===== config.mk =====
export PLATFORM = sky130hd
export DESIGN_NAME = fir_tap_sequencer
export DESIGN_NICKNAME = d
export VERILOG_FILES = /design/src/rtl/fir_tap_sequencer.sv
export SDC_FILE = /design/constraint.sdc
export NUM_CORES = 1
export LEC_CHECK = 0
export CORE_MARGIN = 10
export CORE_UTILIZATION = 45
export DETAILED_ROUTE_END_ITERATION = 7
export PLACE_DENSITY = 0.71
export SYNTH_ARGS = -nofsm -noshare
export SYNTH_HDL_FRONTEND = slang
export SYNTH_SLANG_ARGS = --single-unit

===== constraint.sdc =====
create_clock -name clk -period 22.6 [get_ports clk]
set_input_delay 5.65 -clock clk [delete_from_list [all_inputs] [get_ports clk]]
set_output_delay 5.65 -clock clk [all_outputs]
set_load 0.01 [all_outputs]

===== src/rtl/fir_tap_sequencer.sv =====
// -----------------------------------------------------------------------------
// fir_tap_sequencer
//
// Sequential FIR filter controller. Each accepted sample is shifted into a
// delay line, then the block walks the taps one per cycle, presenting the
// sample/coefficient pair to an external combinational multiplier and summing
// the returned products modulo 2^32. The result is held on the output until
// the consumer takes it.
//
// Ports
//   clk        : single clock, all state changes on the rising edge
//   rst        : synchronous active-high reset
//   in_valid   : new sample present
//   in_data    : 32-bit two's complement sample
//   in_ready   : block accepts a sample this cycle (IDLE only)
//   coef_we    : coefficient write strobe (honoured in IDLE only)
//   coef_addr  : tap index being written (writes at or above NTAPS are dropped)
//   coef_data  : raw 11-bit coefficient
//   mult_x     : sample operand to the multiplier (0 outside MAC)
//   mult_y     : coefficient operand to the multiplier (0 outside MAC)
//   mult_p     : multiplier product, same-cycle as mult_x/mult_y
//   out_valid  : filter result present
//   out_data   : filter result (0 while out_valid is low)
//   out_ready  : consumer takes the result
// -----------------------------------------------------------------------------
module fir_tap_sequencer #(
    parameter int NTAPS = 8
) (
    input  logic        clk,
    input  logic        rst,
    input  logic        in_valid,
    input  logic [31:0] in_data,
    output logic        in_ready,
    input  logic        coef_we,
    input  logic [3:0]  coef_addr,
    input  logic [10:0] coef_data,
    output logic [31:0] mult_x,
    output logic [10:0] mult_y,
    input  logic [31:0] mult_p,
    output logic        out_valid,
    output logic [31:0] out_data,
    input  logic        out_ready
);

    localparam int IW = (NTAPS > 1) ? $clog2(NTAPS) : 1;

    typedef enum logic [1:0] {
        IDLE,
        MAC,
        OUT
    } state_t;

    state_t          state_reg;
    logic [31:0]     acc_reg;
    logic [IW-1:0]   idx_reg;
    logic [31:0]     d_reg [NTAPS];
    logic [10:0]     c_reg [NTAPS];

    logic            accept;
    logic            coef_wr_ok;

    assign accept     = in_valid && (state_reg == IDLE);
    assign coef_wr_ok = coef_we && (state_reg == IDLE);

    // Delay line: d[0] is the newest sample; everything moves one slot on accept.
    generate
        for (genvar gi = 0; gi < NTAPS; gi++) begin : g_delay
            always_ff @(posedge clk) begin
                if (rst) begin
                    d_reg[gi] <= '0;
                end else if (accept) begin
                    if (gi == 0) begin
                        d_reg[gi] <= in_data;
                    end else begin
                        d_reg[gi] <= d_reg[(gi > 0) ? gi - 1 : 0];
                    end
                end
            end
        end
    endgenerate

    // Coefficient file. Matching the full 4-bit address against each tap index
    // means out-of-range addresses simply match no register and are dropped.
    // A write in the same IDLE cycle as an accept lands before MAC starts.
    generate
        for (genvar gi = 0; gi < NTAPS; gi++) begin : g_coef
            always_ff @(posedge clk) begin
                if (rst) begin
                    c_reg[gi] <= '0;
                end else if (coef_wr_ok && (coef_addr == 4'(gi))) begin
                    c_reg[gi] <= coef_data;
                end
            end
        end
    endgenerate

    // Control FSM: one IDLE cycle to accept, NTAPS MAC cycles, then OUT until
    // the consumer takes the result.
    always_ff @(posedge clk) begin
        if (rst) begin
            state_reg <= IDLE;
            acc_reg   <= '0;
            idx_reg   <= '0;
        end else begin
            case (state_reg)
                IDLE: begin
                    if (in_valid) begin
                        acc_reg   <= '0;
                        idx_reg   <= '0;
                        state_reg <= MAC;
                    end
                end
                MAC: begin
                    acc_reg <= acc_reg + mult_p;
                    idx_reg <= idx_reg + 1'b1;
                    if (idx_reg == IW'(NTAPS - 1)) begin
                        state_reg <= OUT;
                    end
                end
                OUT: begin
                    if (out_ready) begin
                        state_reg <= IDLE;
                    end
                end
                default: state_reg <= IDLE;
            endcase
        end
    end

    // Multiplier operands come straight from the tap index so the product is
    // available in the same MAC cycle; they are parked at zero otherwise.
    always_comb begin
        mult_x = '0;
        mult_y = '0;
        if (state_reg == MAC) begin
            mult_x = d_reg[idx_reg];
            mult_y = c_reg[idx_reg];
        end
    end

    assign in_ready  = (state_reg == IDLE);
    assign out_valid = (state_reg == OUT);
    assign out_data  = (state_reg == OUT) ? acc_reg : '0;

endmodule


; After elaboration in Yosys (flattened, before gate mapping)
; Memories as Yosys holds them, arrays and structs flattened. A register that Yosys moved wholly into a read port is not among the register bits.
; Cells that the tools add are included.
[classes]
addsub = 2
n_eq_ne = 13
mux = 60
bitwise = 16
reduce_logical = 15
[op_table]
columns = cell, count
row1 = 32-bit two-way mux, 11
row2 = 11-bit two-way mux, 9
row3 = 32-bit one-hot mux with 2 select lines, 1
row4 = 32-bit adder, 1
row5 = 1-bit two-way mux, 29
row6 = 4-bit by 3-bit equality test with 1-bit output (second input constant), 4
row7 = 1-bit OR, 16
row8 = 3-bit two-way mux, 5
row9 = 1-bit logical AND, 10
row10 = 4-bit by 2-bit equality test with 1-bit output (second input constant), 2
row11 = 2-bit two-way mux, 3
row12 = 2-bit one-hot mux with 3 select lines, 1
row13 = 3-bit one-hot mux with 2 select lines, 1
row14 = 4-bit by 1-bit equality test with 1-bit output (second input constant), 1
row15 = 4-bit logical NOT, 1
row16 = 2-bit != test (second input constant), 2
row17 = 3-bit by 1-bit adder with 3-bit output (second input constant), 1
row18 = 3-bit equality test (second input constant), 1
row19 = 3-bit AND reduction, 1
row20 = 2-bit by 1-bit equality test with 1-bit output (second input constant), 1
row21 = 2-bit equality test (second input constant), 1
row22 = 2-bit logical NOT, 1
row23 = 2-bit by 1-bit != test with 1-bit output (second input constant), 1
row24 = 2-bit AND reduction, 1
row25 = 2-bit nonzero test, 1
[word_totals]
register_bits = 37
mem_bits_rw = 344
in_bits = 84
output_inout_bits = 77
mem_count = 2
[mem_list]
columns = memory, depth, width, rd, rd_clocked_by_memory_dff, wr, line
row1 = d_reg, 8, 32, 8, 1, 8, 56  ; logic [31:0] d_reg [NTAPS];
row2 = c_reg, 8, 11, 1, 1, 8, 57  ; logic [10:0] c_reg [NTAPS];

; Logic depth before layout (Yosys ltp)
[depth]
ltp_word = 7
depth_mapped = 12

; Worst setup path before layout
; OpenSTA, ideal clock, no wires.
[synth_path]
path_type = input to register
from = input rst
to = memory d_reg[0][0], enable pin
t_arrival_ns = 12.049
slack_ns = 9.888
path_stages = 2
n_path_buf = 1
cell_sequence = clkbuf_1 > nand2b_1
[synth_lines]
columns = element, line
row1 = "start, declared", 30  ; input logic rst,
row2 = "end, declared", 56

==> metrics.yaml <==
run_status:
  run_status: "finished clean"
final_layout:
  multi_input_area_um2: 7080
  post_route_cells_drive_above_1_share_pct: 11.7
  final_common_cell: "sky130_fd_sc_hd__and2_1"
  ff_latch_area_um2: 11100
  fin_nets: 1611
  fin_cells: 2056
  mostFrequentLayoutCells: "sky130_fd_sc_hd__and2_1, sky130_fd_sc_hd__edfxtp_1, sky130_fd_sc_hd__clkdlybuf4s50_1"
  final_util_pct: 53.9
  diodes: 0
  area_growth_pct: 18.8
  largest_reg_flops: 256
  fillCellCount: 3363
cts:
  insertion_delay_ps: 560
  tritoncts.num_buffers: 42
  cts.hold.buffers_added: 0
  cts_root_buffer: "sky130_fd_sc_hd__clkbuf_16"
  cts-htree-levels: 2
  cts.repair_timing.setup_buffer_count: 0
  clock_path_buffers: 3
  clkTransAtPathRegs_ps: 60
  cts_tree: "yes"
  gates_resized_cts_repair: 0
  clkSinkCount: 384
sta:
  fin_crit_sh_pct: 41.7
  final_period_minus_worst_setup_slack_ps: 9420
  finalSetupViolations: 0
  timing.clock.skew_ps: 13.2
  fmax_ghz: 0.106
  slew_violations: 0
  grt_setup_unrepaired: "false"
  worstMarginPinSlew_ps: 1230
  fin_hold_ws_ps: 475
  timing.setup.tns_ps: 0
  max_slew_headroom_pct: 18.1
  final_hold_viol_count: 0
grt:
  grt_remaining_overflow: 0
  grt_start_max_net_pins: 191
  gr-usage-all-layers_pct: 15.5
  antenna_found_initial: 0
  first_global_vias: 11533
  global_route_wire_length_before_repair_um: 62900
critical_path:
  timing.critical_path.from_type: "flop"
  crit_path_max_fo: 45
  regToRegStartpoint: "acc_reg[0]"
  ff2ff_path_depth: 12
  setup.worst_path.class: "flop to output port"
  crit_reg_reg_endpoint: "acc_reg[26]"
  critical_path.endpoint_type: "output port"
  worst_path_cell_with_the_longest_stage_delay: "sky130_fd_sc_hd__dfxtp_4"
  reg2reg_setup_slack_ps: 19550
  cp.arrival_ps: 3770
  required_ps: 16950
  worst_setup_path_end: "mult_x[27]"
  cp.depth: 5
  slowest_delay_ps: 970
  gate_family_responsible_for_the_most_delay_along_the_worst_path: "buffers and inverters"
  path_cells: "buf_4 -> mux4_2 -> mux2i_1 -> nor2_1 -> clkdlybuf4s50_1"
  cp_num_buf_inv: 2
synth:
  yosys.cell_types.count: 55
  yosys_warnings: 0
  synth.ff_latch_count: 384
  postSynth.topFlopCell: "sky130_fd_sc_hd__edfxtp_1"
  synthesis.nets: 1471
  yosysSeqAreaShare_pct: 60.0
  synth_area_per_cell_um2: 13.7
  proportion_of_synthesized_flip_flops_having_asynchronous_set_or_reset_pct: 0
  synthesis.area_um2: 18500
  post_synth_inst_count: 1353
  synth_edf_count: 344
power_and_ir_drop:
  power_frac_clock_pct: 39.1
  cellPowerDensity_nw_per_um2: 78.6
  leakage_uw: 0.00807
  switchingPower_uw: 407
  internal_power_uw: 1320
  comb_power_share_pct: 11.2
  share_of_total_power_consumed_by_net_switching_pct: 23.5
  seqPwrFrac_pct: 49.7
  ir_worst_vdd_mv: 0.0514
floorplan:
  starting_density_of_the_core_pct: 45.4
  core_region_area_um2: 40800
  area_of_the_die_um2: 49700
  chipHeight_um: 223
  rows: 74
  ioPinCount: 161
  fp.dieW_um: 223
routing:
  via_per_inst: 5.35
  wl_per_cell_um: 18.9
  number_of_vias_after_detailed_routing: 11000
  drt_pre_antenna_iters: 5
  post-route-drc-count: 0
  drt_iter0_drc: 879
  final_wl_um: 38800
  ant_nets: 0
min_path:
  min-delay-path-class: "flop to flop"
flow_run:
  cap_violations: 0
place:
  placed_cells: 1981
  place_congestion: 0.833
  io_buffers: 160
  post-dp-hpwl_um: 23800
worst register-to-register path, cell delays in order (launching register included):
cell and delay [ps]:
sky130_fd_sc_hd__dfxtp_1 350, sky130_fd_sc_hd__ha_1 200, sky130_fd_sc_hd__inv_1 60, sky130_fd_sc_hd__fa_1 380, sky130_fd_sc_hd__nand2b_1 200, sky130_fd_sc_hd__a21oi_2 230
sky130_fd_sc_hd__nor3_1 80, sky130_fd_sc_hd__o41ai_2 260, sky130_fd_sc_hd__a31oi_1 250, sky130_fd_sc_hd__o2111a_1 330, sky130_fd_sc_hd__or3_1 360, sky130_fd_sc_hd__xor2_1 140
sky130_fd_sc_hd__o21ai_1 70
layout make-up:
cell class,instances,area share [%]
well taps,532,3.02
multi-input cells,876,32.2
clock buffers,51,4.92
flip-flops and latches,384,50.6
inverters,9,0.153
repair buffers,180,8.01
clock inverters,24,1.16
metrics by stage:
| step | total power [uW] | setup WS [ps] | instance area [um2] |
|---|---|---|---|
| floorplan | 1000 | 9890 | 18500 |
| global placement | 1070 | 13610 | 20700 |
| detailed placement | 1070 | 13620 | 20700 |
| CTS | 1750 | 13000 | 22000 |
| global route | 1810 | 12800 | 22000 |
| finish | 1730 | 13180 | 22000 |
cells by family after synthesis:
logic type / after synthesis / synth area share, %
DFF: 384 / 60.0
xor gates and xnor gates: 26 / 1.23
AOI/OAI and AO/OA: 132 / 4.76
muxes: 131 / 12.9
and+or+nand+nor: 553 / 16.9
adders and majority gates: 34 / 2.33
buffers and inverters: 93 / 1.93
Yosys cell counts (2+ instances only):
cell,count,share of area [%]
sky130_fd_sc_hd__nand2b_1,11,0.37
sky130_fd_sc_hd__a31oi_1,4,0.13
sky130_fd_sc_hd__o21bai_1,9,0.36
sky130_fd_sc_hd__buf_1,7,0.14
sky130_fd_sc_hd__clkbuf_1,70,1.4
sky130_fd_sc_hd__a41oi_1,2,0.094
sky130_fd_sc_hd__xnor2_1,13,0.61
sky130_fd_sc_hd__nor4_1,3,0.10
sky130_fd_sc_hd__o21ai_0,17,0.46
sky130_fd_sc_hd__o211ai_1,3,0.12
sky130_fd_sc_hd__o41ai_2,2,0.18
sky130_fd_sc_hd__a211oi_1,3,0.12
sky130_fd_sc_hd__buf_2,7,0.19
sky130_fd_sc_hd__mux4_2,86,10
sky130_fd_sc_hd__nand2_1,40,0.81
sky130_fd_sc_hd__and2_1,379,13
sky130_fd_sc_hd__nor2b_1,5,0.17
sky130_fd_sc_hd__and3_1,4,0.13
sky130_fd_sc_hd__a21boi_1,2,0.081
sky130_fd_sc_hd__a21oi_1,29,0.78
sky130_fd_sc_hd__o21ai_1,14,0.38
sky130_fd_sc_hd__nor3_1,9,0.24
sky130_fd_sc_hd__edfxtp_1,344,56
sky130_fd_sc_hd__inv_1,9,0.18
sky130_fd_sc_hd__dfxtp_1,40,4.3
sky130_fd_sc_hd__nand4_1,5,0.17
sky130_fd_sc_hd__nor2_1,90,1.8
sky130_fd_sc_hd__ha_1,33,2.2
sky130_fd_sc_hd__a22oi_1,19,0.77
sky130_fd_sc_hd__mux2i_1,45,2.4
sky130_fd_sc_hd__xor2_1,13,0.61
sky130_fd_sc_hd__a21o_1,13,0.53
power by group through the flow:
stage                     sequential (uW)  clock (uW)  combinational [uW]
final                                 859         677                 194
after global routing                  867         724                 215
after CTS                             860         696                 196
after detailed placement              874           0                 195
after global placement                873           0                 193
after floorplan                       866           0                 139
metal layers:
layer | vias up | GRT usage (%) | share of wire [%] | routed length (um)
met3 | 56 | 3.43 | 5.5 | 2140
li1 | 5222 | - | - | -
met2 | 256 | 25.5 | 48 | 18800
met5 | - | 0 | 0 | 0
met4 | 0 | 5.12 | 2.2 | 866
met1 | 5466 | 19.9 | 44 | 17000
how the worst min path moves through the flow:
stage	endpoint	depth (start not counted)	slack [ps]	start
after floorplan	acc_reg[30]	2	440	acc_reg[30]
after global placement	acc_reg[17]	2	450	acc_reg[17]
after detailed placement	acc_reg[17]	2	460	acc_reg[17]
after CTS	acc_reg[17]	2	470	acc_reg[17]
after global routing	acc_reg[21]	2	500	acc_reg[21]
final	acc_reg[21]	2	470	acc_reg[21]
Note: power is estimated with default switching activity, not from simulation.
